--- src/rtl/cct_update_scheduler.sv ---
// Sequencer in front of the CCT-to-XYZ converter: launches a conversion on a
// hysteresis-qualified ALS change or a forced request, then tracks it to commit or timeout.
module cct_update_scheduler #(
    parameter logic [15:0] HYST         = 16'd50,
    parameter logic [23:0] MIN_INTERVAL = 24'd1000,
    parameter logic [7:0]  TIMEOUT      = 8'd16,
    parameter logic [15:0] DEFAULT_CCT  = 16'd6500
) (
    input  logic        clk,
    input  logic        rst_n,
    input  logic        enable,
    input  logic [15:0] als_cct,
    input  logic        als_valid,
    input  logic        force_update,
    input  logic        err_clr,
    output logic [15:0] conv_cct,
    output logic        conv_start,
    input  logic        conv_done,
    output logic        busy,
    output logic        update_done,
    output logic [15:0] last_cct,
    output logic [15:0] update_count,
    output logic        timeout_err
);
    // Handshake: conv_start is a one-cycle launch with conv_cct held stable until the
    // transaction ends; conv_done is honoured only while waiting for the result.
    typedef enum logic [2:0] {
        IDLE,
        WAIT_SAMPLE,
        LAUNCH,
        WAIT_DONE,
        HOLDOFF
    } state_t;

    state_t      state;
    logic [15:0] pend_cct;
    logic        pend;
    logic        force_pend;
    logic        committed;
    logic [15:0] launch_cct;
    logic [7:0]  timer;
    logic [23:0] hold_cnt;
    logic [15:0] cct_delta;

    always_comb begin
        if (pend_cct >= last_cct) cct_delta = pend_cct - last_cct;
        else                      cct_delta = last_cct - pend_cct;
    end

    always_ff @(posedge clk) begin
        if (!rst_n) begin
            state        <= IDLE;
            pend_cct     <= 16'd0;
            pend         <= 1'b0;
            force_pend   <= 1'b0;
            committed    <= 1'b0;
            launch_cct   <= 16'd0;
            timer        <= 8'd0;
            hold_cnt     <= 24'd0;
            conv_cct     <= 16'd0;
            conv_start   <= 1'b0;
            busy         <= 1'b0;
            update_done  <= 1'b0;
            last_cct     <= DEFAULT_CCT;
            update_count <= 16'd0;
            timeout_err  <= 1'b0;
        end else begin
            conv_start  <= 1'b0;
            update_done <= 1'b0;
            if (err_clr) timeout_err <= 1'b0;

            // Capture runs in every state so nothing is lost while busy or holding off.
            if (als_valid) begin
                pend_cct <= als_cct;
                pend     <= 1'b1;
            end
            if (force_update) force_pend <= 1'b1;

            case (state)
                IDLE: begin
                    if (enable) state <= WAIT_SAMPLE;
                end
                WAIT_SAMPLE: begin
                    if (!enable) begin
                        state <= IDLE;
                    end else if (force_pend) begin
                        launch_cct <= pend ? pend_cct : last_cct;
                        busy       <= 1'b1;
                        state      <= LAUNCH;
                    end else if (pend && (!committed || cct_delta >= HYST)) begin
                        launch_cct <= pend_cct;
                        busy       <= 1'b1;
                        state      <= LAUNCH;
                    end else if (pend && !als_valid) begin
                        pend <= 1'b0;
                    end
                end
                LAUNCH: begin
                    conv_start <= 1'b1;
                    conv_cct   <= launch_cct;
                    if (!force_update) force_pend <= 1'b0;
                    if (!als_valid) pend <= 1'b0;
                    timer <= 8'd0;
                    state <= WAIT_DONE;
                end
                WAIT_DONE: begin
                    // A result arriving on the timeout cycle still commits.
                    if (conv_done) begin
                        last_cct     <= conv_cct;
                        update_count <= update_count + 16'd1;
                        update_done  <= 1'b1;
                        committed    <= 1'b1;
                        busy         <= 1'b0;
                        hold_cnt     <= 24'd0;
                        state        <= HOLDOFF;
                    end else if (timer == TIMEOUT - 8'd1) begin
                        timeout_err <= 1'b1;
                        busy        <= 1'b0;
                        hold_cnt    <= 24'd0;
                        state       <= HOLDOFF;
                    end else begin
                        timer <= timer + 8'd1;
                    end
                end
                HOLDOFF: begin
                    if (hold_cnt == MIN_INTERVAL - 24'd1) begin
                        state <= enable ? WAIT_SAMPLE : IDLE;
                    end else begin
                        hold_cnt <= hold_cnt + 24'd1;
                    end
                end
                default: state <= IDLE;
            endcase
        end
    end
endmodule

--- config.mk ---
export PLATFORM = sky130hd
export DESIGN_NAME = cct_update_scheduler
export DESIGN_NICKNAME = d
export VERILOG_FILES = /design/src/rtl/cct_update_scheduler.sv
export SDC_FILE = /design/constraint.sdc
export NUM_CORES = 1
export LEC_CHECK = 0
export CAP_MARGIN = 20
export CORE_ASPECT_RATIO = 1.75
export CORE_MARGIN = 2
export CORE_UTILIZATION = 45
export CTS_CLUSTER_DIAMETER = 40
export CTS_CLUSTER_SIZE = 30
export DETAILED_ROUTE_END_ITERATION = 8
export DONT_BUFFER_PORTS = 1
export GPL_ROUTABILITY_DRIVEN = 1
export PLACE_DENSITY = 0.66
export SLEW_MARGIN = 5
export SYNTH_ARGS = -nofsm -noshare
export SYNTH_HDL_FRONTEND = slang
export SYNTH_SLANG_ARGS = --single-unit
export TNS_END_PERCENT = 1
--- constraint.sdc ---
create_clock -name clk -period 5.1 [get_ports clk]
set_input_delay 0.765 -clock clk [delete_from_list [all_inputs] [get_ports clk]]
set_output_delay 0.765 -clock clk [all_outputs]
set_load 0.005 [all_outputs]
Word level (Yosys, flattened, before mapping)

Cells that the tools add are included.

Bits in registers: 122
Word-level logic and storage cells: 96

$add $sub $neg: 5
$lt $le $gt $ge: 2
Equality and inequality tests: 15
Muxes and demuxes: 42
Reductions and logical operators: 17

Operators with widths:

| cell                                                                                 | count |
|---|---|
| 24-bit 2-to-1 mux                                                                    | 3 |
| 16-bit 2-to-1 mux                                                                    | 4 |
| 24-bit one-hot mux with 2 select lines                                               | 1 |
| 16-bit subtractor                                                                    | 2 |
| 24-bit by 1-bit adder with 24-bit output, second input constant                      | 1 |
| 24-bit by 10-bit == test with 1-bit output, second input constant                    | 1 |
| 1-bit 2-to-1 mux                                                                     | 21 |
| 3-bit 2-to-1 mux                                                                     | 7 |
| 16-bit by 1-bit adder with 16-bit output, second input constant                      | 1 |
| 16-bit greater-or-equal comparator                                                   | 1 |
| 16-bit by 6-bit greater-or-equal comparator with 1-bit output, second input constant | 1 |
| 8-bit 2-to-1 mux                                                                     | 2 |
| 8-bit one-hot mux with 2 select lines                                                | 1 |
| 3-bit one-hot mux with 5 select lines                                                | 1 |
| 2-bit inequality test, second input constant                                         | 6 |
| 3-bit AND reduction                                                                  | 3 |
| 8-bit by 1-bit adder with 8-bit output, second input constant                        | 1 |
| 8-bit by 4-bit == test with 1-bit output, second input constant                      | 1 |
| 4-bit AND reduction                                                                  | 2 |
| 2-bit nonzero test                                                                   | 4 |
| 3-bit by 2-bit == test with 1-bit output, second input constant                      | 2 |
| 3-bit inequality test, second input constant                                         | 2 |
| 4-bit inequality test, second input constant                                         | 1 |
| 1-bit one-hot mux with 2 select lines                                                | 2 |
| other kinds (7)                                                                      | 10 |

Longest topological paths before layout

Gate-level depths: netlist (run 1).

Word-level depth: 9
Gate-level depth with buffers: 15
Depth with buffers taken out: 14

Worst setup path before layout (run 1)

Ideal clock, no wire load.

Kind: register -> register
Start point: register last_cct[1]
End point: register launch_cct[10]
Setup time: 119 ps
Arrival time: 3243 ps
Slack: 1738 ps
Stages on the path, launching flop included: 14
Buffers on the path: 1
Period minus slack after synthesis: 3362 ps
Path through: dfxtp_1 inv_1 ha_1 nor2b_1 o2111ai_1 a21oi_1 or3_4 a2111oi_4 nor4bb_1 o2111ai_1 o32ai_4 nor2_4 buf_6 o221a_1

Cells in the longest elaborated chain, start to end: 7
Elaborated cells on any way between the ends: 9

RTL lines:

| element                                                         | RTL line | source |
|---|---|---|
| start: declaration                                              | 21       | `output logic [15:0] last_cct,` |
| start signal: assignment                                        | 109      | `last_cct <= conv_cct;` |
| 16-bit subtractor, or another cell as far along                 | 47       | `else cct_delta = last_cct - pend_cct;` |
| 16-bit 2-to-1 mux *                                             | 46       | `if (pend_cct >= last_cct) cct_delta = pend_cct - last_cct;` |
| 16-bit by 6-bit greater-or-equal comparator with 1-bit output * | 90       | `end else if (pend && (!committed \|\| cct_delta >= HYST)) begin` |
| 1-bit logical OR *                                              | 90       |  |
| 1-bit logical AND *                                             | 90       |  |
| 2-bit nonzero test (no line) *                                  | --       |  |
| 3-bit AND reduction (no line) *                                 | --       |  |
| end signal: assignment                                          | 87       | `launch_cct <= pend ? pend_cct : last_cct;` |
| end signal: assignment                                          | 91       | `launch_cct <= pend_cct;` |
| end: declaration                                                | 40       | `logic [15:0] launch_cct;` |

Every way passes the cells marked *; elsewhere a longest branch is shown, timed or not.
A chain may end at the register's enable or synchronous reset.

Final worst setup path (run 1)

Start point: register last_cct[10]
End point: register launch_cct[5]

Same word-level chain as after synthesis.

==> results of run 1 <==
-- cells by family after synthesis --
logic type | count (synthesis) | synth area share
AOI/OAI and AO/OA | 173 | 0.193
xor gates and xnor gates | 56 | 0.0713
adders and majority gates | 36 | 0.0677
buffers and inverters | 83 | 0.0669
DFF | 122 | 0.355
muxes | 22 | 0.0320
and+or+nand+nor | 302 | 0.214
-- flip-flops by register name, indices dropped and copies added (netlist names) --
name	flops
last_cct	16
committed	1
timeout_err	1
timer	8
conv_cct	16
update_count	16
hold_cnt	24
pend	1
conv_start	1
state	3
force_pend	1
pend_cct	16
launch_cct	16
update_done	1
busy	1
-- critical path, delay by kind of cell (launching register included) --
family	cells	cell delay [ns]
adder cells (fa/ha/maj)	1	0.49
XOR/XNOR	1	0.16
flip-flops	1	0.40
buffers and inverters	1	0.09
AND/OR/NAND/NOR	1	0.21
multiplexers	1	0.28
AO/OA/AOI/OAI	7	2.60
-- routing by layer --
metal  up-vias  share of wire
met5         -              0
met4         0          0.036
met3        40          0.042
met2       140           0.54
met1      2625           0.38
li1       2762              -
-- where the power goes --
group	total [mW]	switching [mW]	leakage, nW	internal (mW)
clock network	1.18	0.416	0.291	0.769
registers	1.00	0.0276	0.988	0.975
logic	0.235	0.140	1.52	0.0950
-- final cells by class --
cell class,instances,area share
Multi-Input combinational cell,589,0.535
Sequential cell,122,0.329
Clock buffer,25,0.0666
Tap cell,183,0.0308
Inverter,42,0.0212
Clock inverter,7,0.0119
Timing Repair Buffer,6,0.00606
-- final timing paths --
check | start | to | slack [ns] | depth (start not counted)
setup / recovery | last_cct[10] | launch_cct[5] | 0.72 | 12
hold / removal | rst_n | last_cct[11] | 0.47 | 1
setup reg to reg | last_cct[10] | launch_cct[5] | 0.72 | 12
hold reg to reg | launch_cct[7] | conv_cct[7] | 0.47 | 2
-- cells in the final DEF, fill, tap and decap left out, drive strengths merged, types with 22 or more instances in the layout --
cell type,count
dfxtp,122
nand2,115
nor2,53
inv,42
xor2,34
ha,34
a21oi,32
nand3,31
a21boi,29
clkbuf,25
nor2b,23
mux2i,22
xnor2,22
-- per-stage QoR --
step | area, µm² | utilization
finish | 7430 | 0.499
global route | 7430 | 0.499
CTS | 7430 | 0.499
detailed placement | 6850 | 0.459
global placement | 6850 | 0.459
floorplan | 6880 | -
==> flow_results.xml, run 1 <==
<?xml version="1.0" encoding="UTF-8"?>
<metrics>
  <group name="flow_run">
    <metric name="timing.max_cap.violations" unit="">0</metric>
  </group>
  <group name="setup_path">
    <metric name="critPathCaptureType" unit="">flop</metric>
    <metric name="start_kind" unit="">flop</metric>
    <metric name="crit_path_max_fanout" unit="">19</metric>
    <metric name="crit_path_top_delay_cell" unit="">sky130_fd_sc_hd__o32ai_4</metric>
    <metric name="ws_path_type" unit="">flop to flop</metric>
    <metric name="max_stage_delay" unit="ns">0.78</metric>
    <metric name="path_cells" unit="">inv_1 -&gt; ha_1 -&gt; a21oi_1 -&gt; a21oi_1 -&gt; a311oi_1 -&gt; o221a_1 -&gt; mux2i_1 -&gt; xor2_1 -&gt; o2111ai_1 -&gt; o32ai_4 -&gt; nor2_4 -&gt; o221a_1</metric>
    <metric name="cp.arrival" unit="ns">4.67</metric>
    <metric name="timing.critical_path.required" unit="ns">5.39</metric>
  </group>
  <group name="placed_design">
    <metric name="placed_cells_incl_taps" unit="">942</metric>
    <metric name="hpwlAfterDp" unit="mm">12.7</metric>
    <metric name="placement.setup.worst_slack" unit="ns">0.808</metric>
    <metric name="finalWeightedCongestion" unit="">0.946</metric>
    <metric name="count_of_port_buffers_added_during_placement" unit="">0</metric>
  </group>
  <group name="sta">
    <metric name="unrepaired_setup_endpoints_after_global_routing" unit="">false</metric>
    <metric name="setup-tns-final" unit="ns">0</metric>
    <metric name="layout_min_cycle_time" unit="ns">4.38</metric>
    <metric name="hold_slack" unit="ns">0.466</metric>
    <metric name="final_hold_viol_count" unit="">0</metric>
    <metric name="max_slew.worst_pin.slew" unit="ns">0.988</metric>
    <metric name="setup_ws" unit="ns">0.720</metric>
    <metric name="final-max-slew-violation-count" unit="">0</metric>
    <metric name="post-route-period-util" unit="">0.859</metric>
    <metric name="timing.fmax" unit="MHz">228</metric>
    <metric name="timing.final.setup_violations" unit="">0</metric>
    <metric name="fin_worst_skew" unit="ns">0.0115</metric>
    <metric name="maxSlewHeadroom" unit="">0.340</metric>
  </group>
  <group name="power">
    <metric name="power.total" unit="mW">2.42</metric>
    <metric name="power_density" unit="mW/mm²">326</metric>
    <metric name="power.leakage" unit="nW">2.79</metric>
    <metric name="max-vdd-ir-drop" unit="µV">272</metric>
  </group>
  <group name="cells_and_area">
    <metric name="ff_latch_area" unit="mm²">0.00244</metric>
    <metric name="nNetsFinal" unit="">837</metric>
    <metric name="number_of_standard_cells_in_the_final_layout_excluding_fillers" unit="">974</metric>
    <metric name="syn_to_layout_area_delta" unit="%">8.08</metric>
    <metric name="antenna_cells_inserted" unit="">0</metric>
    <metric name="layout-drive-gt1-share" unit="">0.0695</metric>
    <metric name="nFillCells" unit="">1454</metric>
    <metric name="multiInputGateArea" unit="mm²">0.00398</metric>
  </group>
  <group name="hold_path">
    <metric name="min_path_type" unit="">primary input to flop</metric>
  </group>
  <group name="routing">
    <metric name="route.detailed.vias_per_inst" unit="">5.72</metric>
    <metric name="route.vias.total" unit="">5567</metric>
    <metric name="drt_first_iter_violations" unit="">333</metric>
    <metric name="wl_per_cell" unit="µm">18.0</metric>
    <metric name="postRouteAntennaNets" unit="">0</metric>
    <metric name="detail_route.drc_violations" unit="">0</metric>
    <metric name="detail_route.wirelength" unit="mm">17.6</metric>
    <metric name="drt-pass1-iter-count" unit="">5</metric>
  </group>
  <group name="floorplanning">
    <metric name="die_h" unit="µm">168</metric>
    <metric name="placementRows" unit="">59</metric>
    <metric name="start_util" unit="">0.461</metric>
    <metric name="core_area" unit="mm²">0.0149</metric>
    <metric name="die_area" unit="mm²">0.0163</metric>
    <metric name="boundaryPins" unit="">75</metric>
    <metric name="die_width" unit="µm">97.5</metric>
  </group>
  <group name="synth">
    <metric name="synth_top_cell_by_area" unit="">sky130_fd_sc_hd__dfxtp_1</metric>
    <metric name="postSynth.asyncResetShare" unit="">0</metric>
    <metric name="mappedNetlistArea" unit="mm²">0.00688</metric>
    <metric name="ys_ff_latch" unit="">122</metric>
    <metric name="synth.yosys.seq_area_share" unit="">0.355</metric>
    <metric name="ys_top_cells_by_count" unit="">122 x sky130_fd_sc_hd__dfxtp_1, 115 x sky130_fd_sc_hd__nand2_1, 51 x sky130_fd_sc_hd__nor2_1</metric>
    <metric name="yosys_warnings" unit="">0</metric>
    <metric name="mappedNetlistNets" unit="">853</metric>
    <metric name="synth_most_common_cell" unit="">sky130_fd_sc_hd__dfxtp_1</metric>
    <metric name="post_synth_inst_count" unit="">794</metric>
    <metric name="yosys.area.top_type_share" unit="">0.355</metric>
    <metric name="yosys-top-cells-area" unit="">sky130_fd_sc_hd__dfxtp_1 36%, sky130_fd_sc_hd__nand2_1 6.3%, sky130_fd_sc_hd__ha_1 6.2%</metric>
    <metric name="avgSynthCellArea" unit="µm²">8.66</metric>
    <metric name="synth_edf_count" unit="">0</metric>
    <metric name="synth.lib_cells_used.distinct" unit="">70</metric>
    <metric name="synth-main-ff-cell" unit="">sky130_fd_sc_hd__dfxtp_1</metric>
  </group>
  <group name="clocking">
    <metric name="clock_tree.root_cell" unit="">sky130_fd_sc_hd__clkbuf_16</metric>
    <metric name="cts.sinks" unit="">122</metric>
    <metric name="tritoncts" unit="">yes</metric>
    <metric name="post_cts_buffers" unit="">0</metric>
    <metric name="post_cts_hold_buffer_count" unit="">0</metric>
    <metric name="clock_insertion_delay_worst_skew" unit="ns">0.41</metric>
    <metric name="tritoncts.num_buffers" unit="">17</metric>
    <metric name="cells_resized_by_post_cts_repair" unit="">0</metric>
    <metric name="clk_pin_slew" unit="ns">0.06</metric>
    <metric name="max-clock-path-buffers" unit="">2</metric>
    <metric name="cts_max_level" unit="">4</metric>
  </group>
  <group name="global_routing">
    <metric name="total_global_routing_track_utilization" unit="">0.218</metric>
    <metric name="busiest_layer_in_global_routing" unit="">met2</metric>
    <metric name="global_route.overflow_total" unit="">0</metric>
    <metric name="grt_pass1_wl" unit="mm">28.6</metric>
    <metric name="grt_use_met1" unit="">0.229</metric>
    <metric name="gr-usage-met2" unit="">0.410</metric>
    <metric name="grt_max_degree" unit="">96</metric>
    <metric name="antenna_found_initial" unit="">0</metric>
    <metric name="vias_in_the_first_global_route" unit="">5604</metric>
    <metric name="global_route.usage.met3" unit="">0.0392</metric>
  </group>
  <group name="outcome">
    <metric name="status" unit="">finished clean</metric>
  </group>
</metrics>
Power figures use the tool's default switching activity.
==> inputs of run 2 (changes only) <==
--- a/config.mk
+++ b/config.mk
@@ -6,6 +6,8 @@
 export NUM_CORES = 1
 export LEC_CHECK = 0
 export CAP_MARGIN = 20
+export CELL_PAD_IN_SITES_DETAIL_PLACEMENT = 1
+export CELL_PAD_IN_SITES_GLOBAL_PLACEMENT = 1
 export CORE_ASPECT_RATIO = 1.75
 export CORE_MARGIN = 2
 export CORE_UTILIZATION = 45
@@ -14,7 +16,7 @@
 export DETAILED_ROUTE_END_ITERATION = 8
 export DONT_BUFFER_PORTS = 1
 export GPL_ROUTABILITY_DRIVEN = 1
-export PLACE_DENSITY = 0.66
+export PLACE_DENSITY = 0.81
 export SLEW_MARGIN = 5
 export SYNTH_ARGS = -nofsm -noshare
 export SYNTH_HDL_FRONTEND = slang
==> flow_results.xml, run 2 (synthesis results as in run 1) <==
<?xml version="1.0" encoding="UTF-8"?>
<metrics>
  <group name="outcome">
    <metric name="status" unit="">finished clean</metric>
  </group>
  <group name="sta">
    <metric name="post-route-period-util" unit="">0.869</metric>
    <metric name="maxSlewHeadroom" unit="">0.289</metric>
    <metric name="hold_slack" unit="ns">0.470</metric>
    <metric name="final_hold_viol_count" unit="">0</metric>
    <metric name="timing.fmax" unit="MHz">226</metric>
    <metric name="max_slew.worst_pin.slew" unit="ns">1.07</metric>
    <metric name="setup-tns-final" unit="ns">0</metric>
    <metric name="unrepaired_setup_endpoints_after_global_routing" unit="">false</metric>
    <metric name="layout_min_cycle_time" unit="ns">4.43</metric>
    <metric name="final-max-slew-violation-count" unit="">0</metric>
    <metric name="fin_worst_skew" unit="ns">0.0113</metric>
    <metric name="timing.final.setup_violations" unit="">0</metric>
  </group>
  <group name="cells_and_area">
    <metric name="nNetsFinal" unit="">836</metric>
    <metric name="most_frequent_cells_in_the_layout" unit="">122 x sky130_fd_sc_hd__dfxtp_1, 115 x sky130_fd_sc_hd__nand2_1, 51 x sky130_fd_sc_hd__nor2_1</metric>
    <metric name="largest_register_ffs" unit="">24</metric>
    <metric name="most_flop_heavy_register" unit="">hold_cnt</metric>
    <metric name="antenna_cells_inserted" unit="">0</metric>
    <metric name="syn_to_layout_area_delta" unit="%">8.68</metric>
    <metric name="layout_commonest_cell" unit="">sky130_fd_sc_hd__dfxtp_1</metric>
    <metric name="layout-drive-gt1-share" unit="">0.0734</metric>
  </group>
  <group name="placed_design">
    <metric name="finalWeightedCongestion" unit="">0.916</metric>
    <metric name="hpwlAfterDp" unit="mm">14.8</metric>
    <metric name="count_of_port_buffers_added_during_placement" unit="">0</metric>
  </group>
  <group name="setup_path">
    <metric name="max_stage_delay" unit="ns">0.77</metric>
    <metric name="critPathCaptureType" unit="">flop</metric>
    <metric name="cp.arrival" unit="ns">4.71</metric>
    <metric name="crit_path_top_delay_cell" unit="">sky130_fd_sc_hd__o32ai_4</metric>
    <metric name="cp-startpoint" unit="">last_cct[3]</metric>
    <metric name="timing.critical_path.required" unit="ns">5.38</metric>
    <metric name="regToRegStartpoint" unit="">last_cct[3]</metric>
    <metric name="ws_path_type" unit="">flop to flop</metric>
    <metric name="path_cells" unit="">inv_1 -&gt; ha_1 -&gt; a21o_1 -&gt; a31o_2 -&gt; a41oi_1 -&gt; o221a_1 -&gt; mux2i_1 -&gt; xor2_1 -&gt; o2111ai_1 -&gt; o32ai_4 -&gt; nor2_4 -&gt; o221a_1</metric>
    <metric name="start_kind" unit="">flop</metric>
    <metric name="crit_path_max_fanout" unit="">19</metric>
    <metric name="crit_path_frequent_cell" unit="">sky130_fd_sc_hd__o221a_1</metric>
  </group>
  <group name="clocking">
    <metric name="tritoncts.num_buffers" unit="">17</metric>
    <metric name="clock_insertion_delay_worst_skew" unit="ns">0.41</metric>
    <metric name="max-clock-path-buffers" unit="">2</metric>
    <metric name="post_cts_hold_buffer_count" unit="">0</metric>
    <metric name="clock_tree.root_cell" unit="">sky130_fd_sc_hd__clkbuf_16</metric>
    <metric name="tritoncts" unit="">yes</metric>
    <metric name="cts_max_level" unit="">4</metric>
    <metric name="cts.sinks" unit="">122</metric>
    <metric name="clk_pin_slew" unit="ns">0.06</metric>
    <metric name="cells_resized_by_post_cts_repair" unit="">0</metric>
    <metric name="post_cts_buffers" unit="">0</metric>
  </group>
  <group name="floorplanning">
    <metric name="placementRows" unit="">59</metric>
    <metric name="boundaryPins" unit="">75</metric>
    <metric name="core_area" unit="mm²">0.0149</metric>
    <metric name="die_width" unit="µm">97.5</metric>
    <metric name="die_area" unit="mm²">0.0163</metric>
    <metric name="die_h" unit="µm">168</metric>
    <metric name="start_util" unit="">0.461</metric>
  </group>
  <group name="hold_path">
    <metric name="min-delay-start" unit="">committed</metric>
    <metric name="min_path_type" unit="">flop to flop</metric>
  </group>
  <group name="routing">
    <metric name="route.detailed.vias_per_inst" unit="">5.95</metric>
    <metric name="wl_per_cell" unit="µm">20.8</metric>
    <metric name="drt-pass1-iter-count" unit="">5</metric>
    <metric name="detail_route.drc_violations" unit="">0</metric>
    <metric name="route.vias.total" unit="">5789</metric>
    <metric name="drt_first_iter_violations" unit="">202</metric>
    <metric name="detail_route.wirelength" unit="mm">20.3</metric>
    <metric name="postRouteAntennaNets" unit="">0</metric>
  </group>
  <group name="global_routing">
    <metric name="grt_pass1_wl" unit="mm">32.7</metric>
    <metric name="grt_max_degree" unit="">96</metric>
    <metric name="global_route.overflow_total" unit="">0</metric>
    <metric name="antenna_found_initial" unit="">0</metric>
    <metric name="vias_in_the_first_global_route" unit="">6336</metric>
    <metric name="total_global_routing_track_utilization" unit="">0.249</metric>
  </group>
  <group name="power">
    <metric name="power.leakage" unit="nW">2.79</metric>
    <metric name="max-vdd-ir-drop" unit="µV">186</metric>
    <metric name="power_density" unit="mW/mm²">341</metric>
  </group>
  <group name="flow_run">
    <metric name="timing.max_cap.violations" unit="">0</metric>
  </group>
</metrics>
run 2: cell count changes in the layout (fill, tap and decap cells not counted):
| cell | before | now |
|---|---|---|
| sky130_fd_sc_hd__buf_4 | 6 | 5 |
| sky130_fd_sc_hd__clkbuf_8 | 4 | 1 |
| sky130_fd_sc_hd__bufinv_16 | 2 | 4 |
| sky130_fd_sc_hd__inv_6 | 0 | 2 |
| sky130_fd_sc_hd__clkbuf_1 | 4 | 0 |
| sky130_fd_sc_hd__clkinvlp_4 | 0 | 5 |
| sky130_fd_sc_hd__clkinv_2 | 4 | 2 |
run 2: critical path, delay by kind of cell (launching register included):
kind | cells | cell delay, ns
DFF | 1 | 0.41
muxes | 1 | 0.27
and+or+nand+nor | 1 | 0.21
xor gates and xnor gates | 1 | 0.18
buffers and inverters | 1 | 0.09
adders and majority gates | 1 | 0.49
AOI/OAI and AO/OA | 7 | 2.65
run 2: final cells by class:
class,count,area [µm²]
clock buffer,18,439
clock inverter,14,194
fill,1776,7440
inverter,42,158
multi-input combinational,589,3980
sequential,122,2440
tap,183,229
timing repair buffer,5,37.5
run 2: where the power goes:
part           internal (mW)  leakage (nW)  switching [mW]
sequential             0.975         0.988          0.0280
clock                  0.833         0.295           0.465
combinational         0.0947          1.51           0.150
run 2: final timing paths:
kind,slack (ns),cells after the start,end
worst max-delay path,0.67,12,launch_cct[6]
worst max register to register,0.67,12,launch_cct[6]
worst min register to register,0.47,1,committed
worst min-delay path,0.47,1,committed
run 2: metal layers:
metal  vias up  GRT usage  wire length (µm)
met1      2852      0.245              7310
li1       2744          -                 -
met3        51     0.0538               703
met5         -          0                 0
met4         0      0.128               874
met2       142      0.479             11400
run 2: metrics by stage:
| stage | util | instance area (µm²) | setup slack [ns] | total power [mW] | instances |
|---|---|---|---|---|---|
| after global routing | 0.501 | 7480 | 0.366 | 2.63 | 973 |
| final | 0.501 | 7480 | 0.667 | 2.55 | 973 |
| after floorplan | - | 6880 | 1.74 | 1.22 | 794 |
| after global placement | 0.459 | 6840 | 0.978 | 1.25 | 941 |
| after detailed placement | 0.459 | 6840 | 0.787 | 1.26 | 941 |
| after CTS | 0.501 | 7480 | 0.696 | 2.56 | 973 |
==> patch: new RTL, flow settings as in run 1 <==
Reset style: asynchronous (`rst_n`), changed in one clocked block.
--- a/src/rtl/cct_update_scheduler.sv
+++ b/src/rtl/cct_update_scheduler.sv
@@ -49,3 +49,3 @@
 
-    always_ff @(posedge clk) begin
+    always_ff @(posedge clk or negedge rst_n) begin
         if (!rst_n) begin
Formal check against the unedited RTL: differs if rst_n is asserted again (counterexample within 4 cycles, from zero or initial values and one cycle with rst_n low); with rst_n held inactive, the same outputs for 10 cycles.
==> patch against run 1 <==
Global-route usage up 1.2 points. Cell area up 4.0%. Cell count down 1.2%. Non-clock buffer count up 3. Via count down 1.3%. Wire length up 4.4%. Critical path depth unchanged. Sequential cell count unchanged. Setup slack better by 0.0080 ns. Die area up 0.28%. Area after synthesis up 0.29%. Critical path type unchanged.
Power is not compared: it rests on default switching activity, and its combinational part moved more than twofold at a synthesized area within 25%.
==> patch: results (changes against run 1) <==
fraction of the yosys area taken by sequential cells=44.4% (+8.9 points); number of antenna violations at the first check in global routing=0 (unchanged); DPL Wire Length=13.3 mm (+4.4%); first-pass GRT wire length=29.6 mm (+3.5%); Register-to-Register Setup Slack=roughly 0.73 ns; pin count of the biggest net entering global routing=123 (+28%); peak fanout along the critical path=13 (-6); adder-cell share of the synthesized area=6.75% (-0.020 points); WP data arrival=4.67 ns (about the same); overall global routing resource usage=22.9% (+1.2 points); nets=826 (-1.3%); Post-Route Hold Slack=0.0412 ns (-0.424 ns); Inserted Clock Buffers=17 (unchanged); area post-placement=7060 µm² (+3.1%); Worst Clk Skew=0.0106 ns (-0.000864 ns); endpoint of the worst register-to-register path=launch_cct[4]; number of global-route vias before repair=5697 (+1.7%); weighted congestion at the end of routability-driven global placement=0.948 (+0.23%); class of the worst hold path=in -> async; leading post-synthesis cells by cell area=sky130_fd_sc_hd__dfrtp_1 (42%), sky130_fd_sc_hd__nand2_1 (8.2%), sky130_fd_sc_hd__ha_1 (6.2%); total of cells resized after clock tree synthesis=0 (unchanged); average via count per standard cell=5.71 (about the same); Post-Route WL=18.4 mm (+4.4%); Critical R2R Launch=last_cct[8]; Distinct cells, synth=66 (-5.7%); leakage power=approximately 3.6 nW; mux cell area share after synthesis=3.83% (+0.63 points); fraction of layout cells with a size suffix above 1=10.0% (+3.1 points); number of pins exceeding their max-slew limit in the final report=0 (unchanged); ranking of synthesized cells by instance count=sky130_fd_sc_hd__nand2_1 (150), sky130_fd_sc_hd__dfrtp_1 (116), sky130_fd_sc_hd__o21ai_0 (78); main flop type after synthesis=sky130_fd_sc_hd__dfrtp_1; Synth Area in XOR/XNOR=6.35% (-0.78 points); # H-tree levels=4 (unchanged); synthesized-area fraction occupied by ao, oa, aoi and oai cells=14.9% (-4.3 points); clock root buffer=sky130_fd_sc_hd__clkbuf_16; tightest slew margin relative to the limit=48.3% (+14 points); Post-synth EDFFs=0 (unchanged); outcome=completed; buffers inserted during post-CTS setup optimization=0 (unchanged); Skew-Pair Late Insertion Delay=around 0.42 ns; DRC marker count from the first detailed-route iteration=319 (-4.2%); share of synthesized flip-flops with an asynchronous set or reset=100% (+100 points)
## patch: changes by cell type after synthesis, sizes merged, moves of 16 or more
| cell | delta |
|---|---|
| and2 | -18 |
| nand2 | +37 |
| o221a | -17 |
| nor2b | -20 |
| dfxtp | -122 |
| dfrtp | +116 |
| o2111ai | -16 |
| mux2i | -20 |
| a21boi | -29 |
| o21ai | +57 |
| mux2 | +19 |
## patch: logic make-up after synthesis
logic type	Yosys count
multiplexers	21
AO/OA/AOI/OAI	169
XOR/XNOR	50
AND/OR/NAND/NOR	299
flip-flops	122
adder cells (fa/ha/maj)	36
buffers and inverters	71
## patch: area by class of cell
| cell class | instances | area (µm²) |
|---|---|---|
| clock inverter | 11 | 218 |
| inverter | 42 | 158 |
| clock buffer | 20 | 457 |
| multi-input combinational | 575 | 3540 |
| timing repair buffer | 9 | 67.6 |
| fill | 1380 | 7180 |
| tap | 183 | 229 |
| sequential | 122 | 3060 |
## patch: layer usage
metal | routed length [µm] | vias to the layer above | global-route usage, %
met1 | 6660 | 2682 | 23.8
li1 | - | 2616 | -
met2 | 10200 | 145 | 43.7
met4 | 727 | 0 | 10.6
met5 | 0 | - | 0
met3 | 800 | 50 | 4.40
## patch: critical path: stages (launching register included)
cell	delay, ns
sky130_fd_sc_hd__dfstp_2	0.57
sky130_fd_sc_hd__inv_1	0.07
sky130_fd_sc_hd__ha_1	0.50
sky130_fd_sc_hd__nand2_1	0.25
sky130_fd_sc_hd__o21ai_0	0.51
sky130_fd_sc_hd__a21oi_1	0.08
sky130_fd_sc_hd__or3_2	0.43
sky130_fd_sc_hd__a32o_1	0.24
sky130_fd_sc_hd__xnor2_1	0.12
sky130_fd_sc_hd__or4_4	0.56
sky130_fd_sc_hd__o31ai_4	0.28
sky130_fd_sc_hd__buf_4	0.28
sky130_fd_sc_hd__mux2_2	0.36
## patch: how the worst max path moves through the flow
stage | start | end | cells after the start
after detailed placement | last_cct[8] | launch_cct[0] | 12
after floorplan | last_cct[2] | launch_cct[10] | 13
after global routing | last_cct[8] | launch_cct[3] | 12
after CTS | last_cct[8] | launch_cct[4] | 12
final | last_cct[8] | launch_cct[4] | 12
after global placement | last_cct[8] | launch_cct[3] | 12
## patch: per-stage QoR
step                      cells  worst slack, ns  total power [W]
after CTS                   962            0.727          0.00452
after detailed placement    931            0.761          0.00311
after global placement      931            0.863          0.00308
final                       962            0.728          0.00451
after floorplan             768            0.901          0.00266
after global routing        962            0.448          0.00477
## patch: report_power, final
part	switching (W)	internal (W)	leakage, nW	total [W]
Clock	0.000451	0.000940	0.322	0.00139
Sequential	0.000255	0.00122	1.57	0.00148
Combinational	0.000992	0.000644	1.67	0.00164
Total	0.00170	0.00281	3.56	0.00451
